**config.mk**
```make
export PLATFORM = sky130hd
export DESIGN_NAME = msi_cache_ctrl
export DESIGN_NICKNAME = d
export VERILOG_FILES = /design/src/rtl/msi_cache_ctrl.sv
export SDC_FILE = /design/constraint.sdc
export NUM_CORES = 1
export LEC_CHECK = 0
export ABC_AREA = 1
export CORE_UTILIZATION = 58
export DETAILED_ROUTE_END_ITERATION = 8
export MAX_ROUTING_LAYER = met4
export PLACE_DENSITY = 0.86
export SLEW_MARGIN = 20
export SYNTH_ARGS = -nofsm -noshare
export SYNTH_HDL_FRONTEND = slang
export SYNTH_SLANG_ARGS = --single-unit
```
**constraint.sdc**
```tcl
create_clock -name clock -period 6 [get_ports clock]
set_input_delay 1.2 -clock clock [delete_from_list [all_inputs] [get_ports clock]]
set_output_delay 1.2 -clock clock [all_outputs]
set_load 0.02 [all_outputs]
```
**src/rtl/msi_cache_ctrl.sv**
```systemverilog
`default_nettype none
// ============================================================================
// Module   : msi_cache_ctrl
// Purpose  : Direct-mapped private cache node with MSI snooping coherence.
//            One processor request port on one side, the shared snooping
//            bus on the other. Dirty victims are written back before a
//            refill. Snooped BusRd/BusRdX transactions downgrade or
//            invalidate lines and flush Modified data.
// Ports    : clock, reset_n            - clock, async active-low reset
//            req_*                     - processor request (valid/ready)
//            resp_*                    - one-cycle completion pulse
//            bus_req/op/addr/wdata     - outgoing bus transaction
//            bus_ack/rdata             - bus completion and fill data
//            snoop_valid/op/addr       - other nodes' bus transactions
//            snoop_flush/data          - registered flush of Modified data
//            probe_idx/state/tag/data  - debug view of one line
// Revision : 1.0 - initial release
// ============================================================================
module msi_cache_ctrl #(
  parameter  int LINES  = 4,
  parameter  int ADDR_W = 3,
  parameter  int DATA_W = 4,
  localparam int IDX_W  = $clog2(LINES),
  localparam int TAG_W  = ADDR_W - IDX_W
) (
  input  logic              clock,
  input  logic              reset_n,
  input  logic              req_valid,
  input  logic              req_write,
  input  logic [ADDR_W-1:0] req_addr,
  input  logic [DATA_W-1:0] req_wdata,
  output logic              req_ready,
  output logic              resp_valid,
  output logic [DATA_W-1:0] resp_rdata,
  output logic              resp_hit,
  output logic              bus_req,
  output logic [1:0]        bus_op,
  output logic [ADDR_W-1:0] bus_addr,
  output logic [DATA_W-1:0] bus_wdata,
  input  logic              bus_ack,
  input  logic [DATA_W-1:0] bus_rdata,
  input  logic              snoop_valid,
  input  logic [1:0]        snoop_op,
  input  logic [ADDR_W-1:0] snoop_addr,
  output logic              snoop_flush,
  output logic [DATA_W-1:0] snoop_data,
  input  logic [IDX_W-1:0]  probe_idx,
  output logic [1:0]        probe_state,
  output logic [TAG_W-1:0]  probe_tag,
  output logic [DATA_W-1:0] probe_data
);

  localparam logic [1:0] LS_I   = 2'b00;
  localparam logic [1:0] LS_S   = 2'b01;
  localparam logic [1:0] LS_M   = 2'b10;
  localparam logic [1:0] OP_RD  = 2'b01;
  localparam logic [1:0] OP_RDX = 2'b10;
  localparam logic [1:0] OP_WB  = 2'b11;

  typedef enum logic [2:0] {
    ST_IDLE   = 3'd0,
    ST_LOOKUP = 3'd1,
    ST_WRBACK = 3'd2,
    ST_FILL   = 3'd3,
    ST_RESP   = 3'd4
  } state_t;

  state_t r_state, w_state_nxt;

  // Line storage
  logic [1:0]        r_lstate [LINES];
  logic [TAG_W-1:0]  r_tag    [LINES];
  logic [DATA_W-1:0] r_data   [LINES];

  // Latched request and response registers
  logic              r_write;
  logic [ADDR_W-1:0] r_addr;
  logic [DATA_W-1:0] r_wdata;
  logic [DATA_W-1:0] r_rdata, w_rdata_nxt;
  logic              r_hit, w_hit_nxt;
  // One-cycle bus silence after a write-back is cancelled by a snoop
  logic              r_gap, w_gap_nxt;
  logic              r_flush;
  logic [DATA_W-1:0] r_flush_data;

  // Request-line view
  logic [IDX_W-1:0]  w_idx;
  logic [TAG_W-1:0]  w_tag;
  logic [1:0]        w_cur_state;
  logic [TAG_W-1:0]  w_cur_tag;
  logic [DATA_W-1:0] w_cur_data;

  assign w_idx       = r_addr[IDX_W-1:0];
  assign w_tag       = r_addr[ADDR_W-1:IDX_W];
  assign w_cur_state = r_lstate[w_idx];
  assign w_cur_tag   = r_tag[w_idx];
  assign w_cur_data  = r_data[w_idx];

  // Snoop decode
  logic [IDX_W-1:0] w_sn_idx;
  logic [TAG_W-1:0] w_sn_tag;
  logic [1:0]       w_sn_state;
  logic             w_sn_hit;
  logic             w_sn_upd;
  logic [1:0]       w_sn_new;
  logic             w_sn_flush;
  logic             w_sn_same;

  assign w_sn_idx   = snoop_addr[IDX_W-1:0];
  assign w_sn_tag   = snoop_addr[ADDR_W-1:IDX_W];
  assign w_sn_state = r_lstate[w_sn_idx];
  assign w_sn_hit   = snoop_valid && (snoop_op == OP_RD || snoop_op == OP_RDX) &&
                      (w_sn_state != LS_I) && (r_tag[w_sn_idx] == w_sn_tag);

  always_comb begin
    w_sn_upd   = 1'b0;
    w_sn_new   = w_sn_state;
    w_sn_flush = 1'b0;
    if (w_sn_hit) begin
      if (w_sn_state == LS_M) begin
        w_sn_upd   = 1'b1;
        w_sn_flush = 1'b1;
        w_sn_new   = (snoop_op == OP_RD) ? LS_S : LS_I;
      end else if (snoop_op == OP_RDX) begin
        w_sn_upd = 1'b1;
        w_sn_new = LS_I;
      end
    end
  end

  // Snoop touching the line the FSM is working on this cycle
  assign w_sn_same = w_sn_upd && (w_sn_idx == w_idx);

  // LOOKUP decides on the post-snoop state so that a same-cycle downgrade
  // (e.g. M->S) turns a write hit into an upgrade instead of a silent write.
  logic [1:0] w_eff_state;
  logic       w_lookup_hit;
  assign w_eff_state  = w_sn_same ? w_sn_new : w_cur_state;
  assign w_lookup_hit = (w_eff_state != LS_I) && (w_cur_tag == w_tag);

  assign req_ready = (r_state == ST_IDLE) && !snoop_valid;

  // FSM next-state, line update and bus drive
  logic              w_line_we;
  logic [1:0]        w_line_st;
  logic [TAG_W-1:0]  w_line_tag;
  logic [DATA_W-1:0] w_line_data;

  always_comb begin
    w_state_nxt = r_state;
    w_line_we   = 1'b0;
    w_line_st   = w_cur_state;
    w_line_tag  = w_cur_tag;
    w_line_data = w_cur_data;
    w_rdata_nxt = r_rdata;
    w_hit_nxt   = r_hit;
    w_gap_nxt   = 1'b0;
    bus_req     = 1'b0;
    bus_op      = 2'b00;
    bus_addr    = '0;
    bus_wdata   = '0;
    case (r_state)
      ST_IDLE: begin
        if (req_valid && req_ready) w_state_nxt = ST_LOOKUP;
      end
      ST_LOOKUP: begin
        if (w_lookup_hit && !r_write) begin
          w_state_nxt = ST_RESP;
          w_rdata_nxt = w_cur_data;
          w_hit_nxt   = 1'b1;
        end else if (w_lookup_hit && w_eff_state == LS_M) begin
          w_line_we   = 1'b1;
          w_line_data = r_wdata;
          w_state_nxt = ST_RESP;
          w_rdata_nxt = r_wdata;
          w_hit_nxt   = 1'b1;
        end else if (!w_lookup_hit && w_eff_state == LS_M) begin
          // Valid M line with a different tag: dirty victim
          w_state_nxt = ST_WRBACK;
        end else begin
          // Clean miss, or write hit on S needing an upgrade
          w_state_nxt = ST_FILL;
        end
      end
      ST_WRBACK: begin
        bus_req   = 1'b1;
        bus_op    = OP_WB;
        bus_addr  = {w_cur_tag, w_idx};
        bus_wdata = w_cur_data;
        if (bus_ack) begin
          w_line_we   = 1'b1;
          w_line_st   = LS_I;
          w_state_nxt = ST_FILL;
        end else if (w_sn_same && w_sn_new == LS_I) begin
          // Snooper took ownership and our flush already carried the data
          w_state_nxt = ST_FILL;
          w_gap_nxt   = 1'b1;
        end
      end
      ST_FILL: begin
        if (!r_gap) begin
          bus_req  = 1'b1;
          bus_op   = r_write ? OP_RDX : OP_RD;
          bus_addr = r_addr;
          if (bus_ack) begin
            w_line_we   = 1'b1;
            w_line_st   = r_write ? LS_M : LS_S;
            w_line_tag  = w_tag;
            w_line_data = r_write ? r_wdata : bus_rdata;
            w_rdata_nxt = w_line_data;
            w_hit_nxt   = 1'b0;
            w_state_nxt = ST_RESP;
          end
        end
      end
      ST_RESP: begin
        w_state_nxt = ST_IDLE;
      end
      default: begin
        w_state_nxt = ST_IDLE;
      end
    endcase
  end

  always_ff @(posedge clock or negedge reset_n) begin
    if (!reset_n) begin
      r_state      <= ST_IDLE;
      r_write      <= 1'b0;
      r_addr       <= '0;
      r_wdata      <= '0;
      r_rdata      <= '0;
      r_hit        <= 1'b0;
      r_gap        <= 1'b0;
      r_flush      <= 1'b0;
      r_flush_data <= '0;
      for (int i = 0; i < LINES; i++) begin
        r_lstate[i] <= LS_I;
        r_tag[i]    <= '0;
        r_data[i]   <= '0;
      end
    end else begin
      r_state <= w_state_nxt;
      r_rdata <= w_rdata_nxt;
      r_hit   <= w_hit_nxt;
      r_gap   <= w_gap_nxt;
      r_flush <= w_sn_flush;
      if (w_sn_flush) r_flush_data <= r_data[w_sn_idx];
      if (req_valid && req_ready) begin
        r_write <= req_write;
        r_addr  <= req_addr;
        r_wdata <= req_wdata;
      end
      if (w_sn_upd) r_lstate[w_sn_idx] <= w_sn_new;
      // A snoop on the same line this cycle wins over the FSM write
      if (w_line_we && !w_sn_same) begin
        r_lstate[w_idx] <= w_line_st;
        r_tag[w_idx]    <= w_line_tag;
        r_data[w_idx]   <= w_line_data;
      end
    end
  end

  assign resp_valid  = (r_state == ST_RESP);
  assign resp_hit    = (r_state == ST_RESP) && r_hit;
  assign resp_rdata  = r_rdata;
  assign snoop_flush = r_flush;
  assign snoop_data  = r_flush_data;
  assign probe_state = r_lstate[probe_idx];
  assign probe_tag   = r_tag[probe_idx];
  assign probe_data  = r_data[probe_idx];

endmodule
`default_nettype wire

```
* Yosys cells after proc, flatten, opt, wreduce, memory -nomap -nowiden
Cells that the tools add are included.
Word-level totals: output and inout port bits 29, bits of input ports 24, register bits after elaboration 50, word-level logic and storage cells 171
Operators by class: reductions and logical operators 27, multiplexer cells 99, equality and inequality tests 16, bitwise operators 3, order comparisons 5
Operators by type and width (count):
- $mux W4 | 17
- $mux W2 | 17
- $mux W1 | 29
- $bmux W4 S2 | 3
- $mux W3 | 8
- $bwmux W16 | 1
- $bwmux W8 | 2
- $mux W8 | 2
- $pmux W4 S2 | 2
- $logic_and A1 B1 Y1 | 15
- $bmux W2 S2 | 3
- $pmux W3 S4 | 1
- $ge A3 B3 Y1 const B | 3
- $not A2 Y3 | 3
- $demux W2 S2 | 2
- $demux W4 S2 | 1
- $pmux W2 S2 | 2
- $reduce_and A4 Y1 | 2
- $bmux W1 S2 | 3
- $eq A2 B2 Y1 const B | 3
- $eq A3 B2 Y1 const B | 2
- $lt A3 B1 Y1 const B | 2
- $ne A3 B3 Y1 const B | 2
- $pmux W3 S2 | 1
- 16 further kinds | 24

* Depth between registers and ports, before layout
Gate-level depths: netlist of the first run.
depth in word-level cells 18, gate-level depth with buffers 18, mapped depth without buffers 18

* Worst setup path before layout of the first run
OpenSTA, ideal clock, no wires.
kind input to output, start point input port probe_idx[0], end point output port probe_data[0], required time 4.800 ns, slack 2.742 ns, stages on the path 4, buffers on the path 1, data arrival time 2.058 ns, cell sequence inv_1 > clkbuf_1 > a21oi_1 > a21oi_1
Between the ends: word-level cells in the longest chain between the ends 4
Ends and longest elaborated chain:
- from (decl) | line 47 | input logic [IDX_W-1:0] probe_idx,
- $not A2 Y3 (not written as such) | line 270 | assign probe_data = r_data[probe_idx];
- $bmux W4 S2 | line 270
- $mux W4 (not written as such) (2 in series) | line 270
- to (decl) | line 50 | output logic [DATA_W-1:0] probe_data
Every way passes these cells. The select of a mux whose other input is x is not followed.

* Final worst setup path of the first run
start point input port probe_idx[0], end point output port probe_data[1]
Same word-level chain as after synthesis.

==> flow_summary.toml, run 1 <==
[finish]
postLayoutCellArea_mm2 = 0.003931
nFillCells = 481
synthToLayoutAreaGrowth_pct = 20.38
fin_nets = 562
multi_input_area_mm2 = 0.001713
num_antenna_cells = 0
drive_above_1_share_pct = 6.145
regArea_mm2 = 0.001251

[routing]
via_per_inst = 5.598
via_count = 3398
wire_per_inst_um = 14.65
wl_met2_um = 4301
m1WireLength_um = 3869
route.detailed.drc = 0
routed_wl_um = 8890
drtAntennaViolNets = 0
drt-initial-drc-count = 306
first_pass_iters = 7
top_layer = "met4"
routed-wl-met3_um = 532

[synth]
synth-edff-count = 0
syn_area_per_cell_um2 = 6.692
ys_top_cells_by_count = "nand2_1, inv_1, dfrtp_1, nor2_1, nand3_1"
synthTopCellsByArea = "dfrtp_1, nand2_1, inv_1, nand3_1, o21ai_0"
synthDistinctLibCells = 35
syn_nets = 514
yosysSeqAreaShare_pct = 38.31
syn_inst = 488
synth.largest_area_cell = "dfrtp_1"
syn_area_mm2 = 0.003266
yosysMostFrequentCell = "nand2_1"
synth_seq_cells = 50
synthArstFlopShare_pct = 100.0
synth_ff_type = "dfrtp_1"
synth_top_area_share_pct = 38.31
synth_warnings = 0

[critical_path]
crit_path_max_incr_delay_ns = 0.68
rr_worst_depth = 11
path_max_fanout = 18
crit_family = "buffers and inverters"
reg2reg_slack_ns = 3.41
crit_arrival_ns = 3.29
timing.rr.end = "r_tag[1]$_DFFE_PN0P_"
start_kind = "input pin"
reg2reg_from = "r_addr[1]$_DFFE_PN0P_"
crit_buf_inv = 3
cp_data_required_time_ns = 4.80
crit_slowest_cell = "clkdlybuf4s50_1"
critical_path_class = "input pin to output pin"
cp_cell_sequence = "clkdlybuf4s50_1, inv_1, o21ai_0, a21oi_1, a21oi_1, clkdlybuf4s50_1"
endpoint_kind = "output pin"

[clocking]
cts_setup_buffers = 0
cts_made_buffers = 5
h-tree-depth = 2
cts_root_buffer = "clkbuf_8"
cts_hold_buf = 0
cts_buffer_depth = 2
clock_latency_ns = 0.31
cts_tree = "yes"
cts_resized = 0
cts.sinks = 50
path_clk_slew_ns = 0.09

[worst_hold_path]
hp-start = "resp_rdata[0]$_DFFE_PN0P_"
min_path_cells = 2
min_to = "resp_rdata[0]$_DFFE_PN0P_"
holdCritPathClass = "flip-flop to flip-flop"

[global_route]
overflow = 0
antenna_found_initial = 0
grt_pass1_wl_um = 15430
grt.total_usage_pct = 33.56
grt_max_degree = 51
first_global_vias = 3391

[timing]
maxClockFrequency_mhz = 222.8
final_max_slew_viol_count = 0
worst_slack_ns = 1.513
final_hold_viol_count = 0
fin_setup_tns_ns = 0
fin_crit_ns = 4.487
period_share_pct = 74.79
setup-violations-final = 0
grt_setup_unrepaired = "no"
fin_skew_ns = 0.01103
slew_headroom_pct = 40.04
tightest_slew_ns = 0.8920

[power]
peakVddDrop_uv = 280.3
pwr-share-comb_pct = 52.8
p_sw_w = 0.0008491
total_power_w = 0.001760
pwr-share-clk_pct = 13.5
sw_frac_of_total_pct = 48.26
p_leak_nw = 1.900
pwr-share-seq_pct = 33.7
p_int_w = 0.0009105
p_per_area_mw_per_mm2 = 447.6

[placement]
post_dp_cell_area_mm2 = 0.003819
port_buffers = 52
dp_slack_ns = 1.535
dpl.hpwl_um = 6853
place_congestion = 0.9276

[outcome]
outcome = "complete, no violations"

[floorplanning]
ios = 53
die-area_mm2 = 0.005934
core_mm2 = 0.005270
start_util_pct = 61.97
fp.dieW_um = 77.04
rows = 26
die_y_um = 77.04

[job]
drv_cap = 0
## stage by stage
stage	utilization, %	std cells	hold slack, ns
finish	74.60	607	0.5010
detailed placement	72.46	599	0.4721
floorplan	-	488	0.4707
CTS	74.55	607	0.5052
global route	74.60	607	0.5469
global placement	72.46	599	0.4742
## layout by cell type (no fill, tap or decap), types with 2 or more instances in the layout
cell	Yosys	routed
inv_2	9	9
inv_1	51	51
ha_1	2	2
nand2_2	3	3
o21ai_1	12	12
nor2_1	40	40
a221oi_1	2	2
dfrtp_1	50	50
clkbuf_8	0	5
nor2_2	5	5
nor3_1	4	4
o21ai_0	35	35
xor2_1	2	2
nand3_2	3	3
nand3_1	36	36
a22oi_1	11	11
o211ai_1	3	3
clkinv_1	5	5
clkdlybuf4s50_1	0	51
o22ai_1	5	5
o221ai_1	4	4
nand2_1	162	162
a21oi_1	21	21
buf_4	2	2
## flip-flops by register name, indices dropped and copies added (netlist names)
name / flops
r_lstate: 8
r_data: 16
r_state: 3
r_wdata: 4
r_addr: 3
snoop_flush: 1
r_gap: 1
snoop_data: 4
resp_rdata: 4
r_write: 1
r_tag: 4
r_hit: 1
## logic make-up (layout without fill, tap and decap cells)
logic type / count (synthesis) / after routing / synth area share (%)
AO/OA/AOI/OAI: 95 / 95 / 16.78
XOR/XNOR: 2 / 2 / 0.5365
adder cells (fa/ha/maj): 2 / 2 / 0.7662
buffers and inverters: 77 / 126 / 9.233
flip-flops: 50 / 50 / 38.31
AND/OR/NAND/NOR: 262 / 262 / 34.37
## power by group through the flow
stage / sequential [W] / combinational [W] / clock (W)
after global routing: 0.000608 / 0.00104 / 0.000254
after CTS: 0.000587 / 0.000924 / 0.000241
after floorplan: 0.000561 / 0.000633 / 0
after global placement: 0.000590 / 0.000901 / 0
after detailed placement: 0.000593 / 0.000919 / 0
final: 0.000593 / 0.000929 / 0.000237
## worst max-delay path by stage
stage               endpoint    startpoint  slack [ns]  cells after the start
2_1_floorplan  probe_data[0]  probe_idx[0]        2.74                      4
3_3_place_gp   probe_data[2]  probe_idx[0]        1.64                      6
3_5_place_dp   probe_data[1]  probe_idx[0]        1.53                      6
4_1_cts        probe_data[1]  probe_idx[0]        1.53                      6
5_1_grt        probe_data[1]  probe_idx[0]        1.42                      6
6_report       probe_data[1]  probe_idx[0]        1.51                      6
## layer usage
| layer | up-vias | track usage [%] |
|---|---|---|
| met2 | 137 | 56.79 |
| li1 | 1685 | - |
| met3 | 18 | 3.690 |
| met1 | 1558 | 42.38 |
| met4 | 0 | 10.19 |
| met5 | - | - |
## worst register-to-register path, cell delays in order (launching register included)
cell     delay, ns
dfrtp_1       0.47
nor2_2        0.36
a22oi_1       0.15
nand2_1       0.14
xor2_1        0.18
inv_2         0.08
nor2_4        0.21
nand3_2       0.10
nand2_2       0.12
nand3_1       0.36
nand2_1       0.20
o21ai_1       0.09
## layout make-up
type                    instances  share of cell area (%)
inverters                      65                   6.206
clock buffers                   6                   1.846
flip-flops and latches         50                   31.83
multi-input cells             361                   43.57
clock inverters                 2                  0.9548
well taps                      70                   2.228
repair buffers                 53                   13.37
No activity file was read; power rests on OpenSTA's default activity.
==> run 2: changes to the inputs <==
--- a/config.mk
+++ b/config.mk
@@ -6,10 +6,10 @@
 export NUM_CORES = 1
 export LEC_CHECK = 0
 export ABC_AREA = 1
-export CORE_UTILIZATION = 58
+export CORE_UTILIZATION = 54
 export DETAILED_ROUTE_END_ITERATION = 8
 export MAX_ROUTING_LAYER = met4
-export PLACE_DENSITY = 0.86
+export PLACE_DENSITY = 0.81
 export SLEW_MARGIN = 20
 export SYNTH_ARGS = -nofsm -noshare
 export SYNTH_HDL_FRONTEND = slang
==> constraint.sdc (replaced) <==
create_clock -name clock -period 4.71 [get_ports clock]
set_input_delay 0.942 -clock clock [delete_from_list [all_inputs] [get_ports clock]]
set_output_delay 0.942 -clock clock [all_outputs]
set_load 0.02 [all_outputs]
==> flow_summary.toml, run 2 (synthesized netlist as in run 1, its figures left out) <==
[routing]
drtAntennaViolNets = 0
drt-initial-drc-count = 352
route.detailed.drc = 0
via_count = 3428
via_per_inst = 5.638
routed_wl_um = 8813
wire_per_inst_um = 14.50
first_pass_iters = 5

[critical_path]
endpoint_kind = "output pin"
cp_data_required_time_ns = 3.77
cp_cell_sequence = "clkdlybuf4s50_1, inv_1, o21ai_0, a21oi_1, a21oi_1, clkdlybuf4s50_1"
path_max_fanout = 18
crit_path_max_incr_delay_ns = 0.68
critical_path_class = "input pin to output pin"
crit_arrival_ns = 2.97
crit_slowest_cell = "clkdlybuf4s50_1"
start_kind = "input pin"

[timing]
slew_headroom_pct = 49.26
fin_setup_tns_ns = 0
grt_setup_unrepaired = "no"
period_share_pct = 83.12
tightest_slew_ns = 0.7548
final_max_slew_viol_count = 0
final_hold_viol_count = 0
fin_crit_ns = 3.915
setup-violations-final = 0
whs_ns = 0.5002
fin_skew_ns = 0.009754
maxClockFrequency_mhz = 255.4

[floorplanning]
rows = 27
start_util_pct = 57.54
ios = 53
fp.dieW_um = 79.77
die_y_um = 79.77
core_mm2 = 0.005675
die-area_mm2 = 0.006362

[worst_hold_path]
holdCritPathClass = "flip-flop to flip-flop"

[power]
p_leak_nw = 1.885
peakVddDrop_uv = 422.1
p_per_area_mw_per_mm2 = 559.3

[finish]
num_antenna_cells = 0
fin_nets = 562
layout_commonest_cell = "nand2_1"
reg.largest.list = "r_data (16), r_lstate (8)"
drive_above_1_share_pct = 6.157
synthToLayoutAreaGrowth_pct = 19.66
largest-register = "r_data"
final_util_pct = 68.85
final_cell_mix = "nand2_1, inv_1, clkdlybuf4s50_1"
nFillCells = 499
largest_register_ffs = 16

[clocking]
cts_made_buffers = 5
cts_tree = "yes"
cts_root_buffer = "clkbuf_8"
cts_hold_buf = 0
cts_setup_buffers = 0
cts_buffer_depth = 2
cts_resized = 0
path_clk_slew_ns = 0.09
cts.sinks = 50
h-tree-depth = 2
clock_latency_ns = 0.30

[global_route]
grt_max_degree = 51
antenna_found_initial = 0
overflow = 0
first_global_vias = 3354
grt_pass1_wl_um = 15390
grt.total_usage_pct = 32.10

[outcome]
outcome = "complete, no violations"

[job]
drv_cap = 0

[placement]
dpl.hpwl_um = 6676
port_buffers = 52
place_congestion = 1.006
[run 2: changes by cell type in the layout (fill, tap and decap cells not counted), sizes merged]
cell | previous run | this run
clkbuf | 6 | 5
clkinvlp | 1 | 2
bufinv | 1 | 0
[run 2: worst paths after layout]
kind / depth (start not counted) / slack [ns] / endpoint / from
max in group asynchronous: 1 / 3.64 / resp_rdata[2]$_DFFE_PN0P_ / reset_n
worst min register to register: 2 / 0.50 / resp_rdata[2]$_DFFE_PN0P_ / resp_rdata[2]$_DFFE_PN0P_
worst max-delay path: 6 / 0.80 / probe_data[2] / probe_idx[0]
min in group asynchronous: 1 / 0.66 / r_lstate[1]$_DFF_PN0_ / reset_n
worst min-delay path: 2 / 0.50 / resp_rdata[2]$_DFFE_PN0P_ / resp_rdata[2]$_DFFE_PN0P_
worst max register to register: 12 / 2.21 / r_data[11]$_DFFE_PN0P_ / r_addr[0]$_DFFE_PN0P_
[run 2: stage by stage]
step | worst slack [ns] | area (um^2) | std cells | power, W
3_3_place_gp | 0.8657 | 3821 | 601 | 0.001907
3_5_place_dp | 0.7995 | 3821 | 601 | 0.001924
5_1_grt | 0.5627 | 3908 | 608 | 0.002369
6_report | 0.7953 | 3908 | 608 | 0.002186
2_1_floorplan | 1.968 | 3266 | 488 | 0.001522
4_1_cts | 0.7901 | 3905 | 608 | 0.002169
[run 2: final cells by class]
class | instances | area (um^2) | area share, %
multi-input cells | 361 | 1713 | 43.84
flip-flops and latches | 50 | 1251 | 32.02
repair buffers | 53 | 525.5 | 13.45
inverters | 65 | 244.0 | 6.244
well taps | 72 | 90.09 | 2.305
clock buffers | 5 | 68.82 | 1.761
clock inverters | 2 | 15.01 | 0.3842
[run 2: critical path, delay by kind of cell]
family / cells / cell delay, ns
AOI/OAI and AO/OA: 3 / 0.43
buffers and inverters: 3 / 1.61
[run 2: routing by layer]
metal  global-route usage [%]  vias to the layer above  part of all wire (%)
met3                    5.371                       25                   7.3
met5                        -                        -                     0
met4                    13.39                        0                   2.3
li1                         -                     1672                     -
met2                    51.28                      183                    47
met1                    40.45                     1548                    43
[run 2: where the power goes]
| part | total, W | internal [W] | switching (W) |
|---|---|---|---|
| clock | 0.000243 | 0.000102 | 0.000141 |
| combinational | 0.00118 | 0.000418 | 0.000763 |
| sequential | 0.000761 | 0.000583 | 0.000178 |
| total | 0.00219 | 0.00110 | 0.00108 |
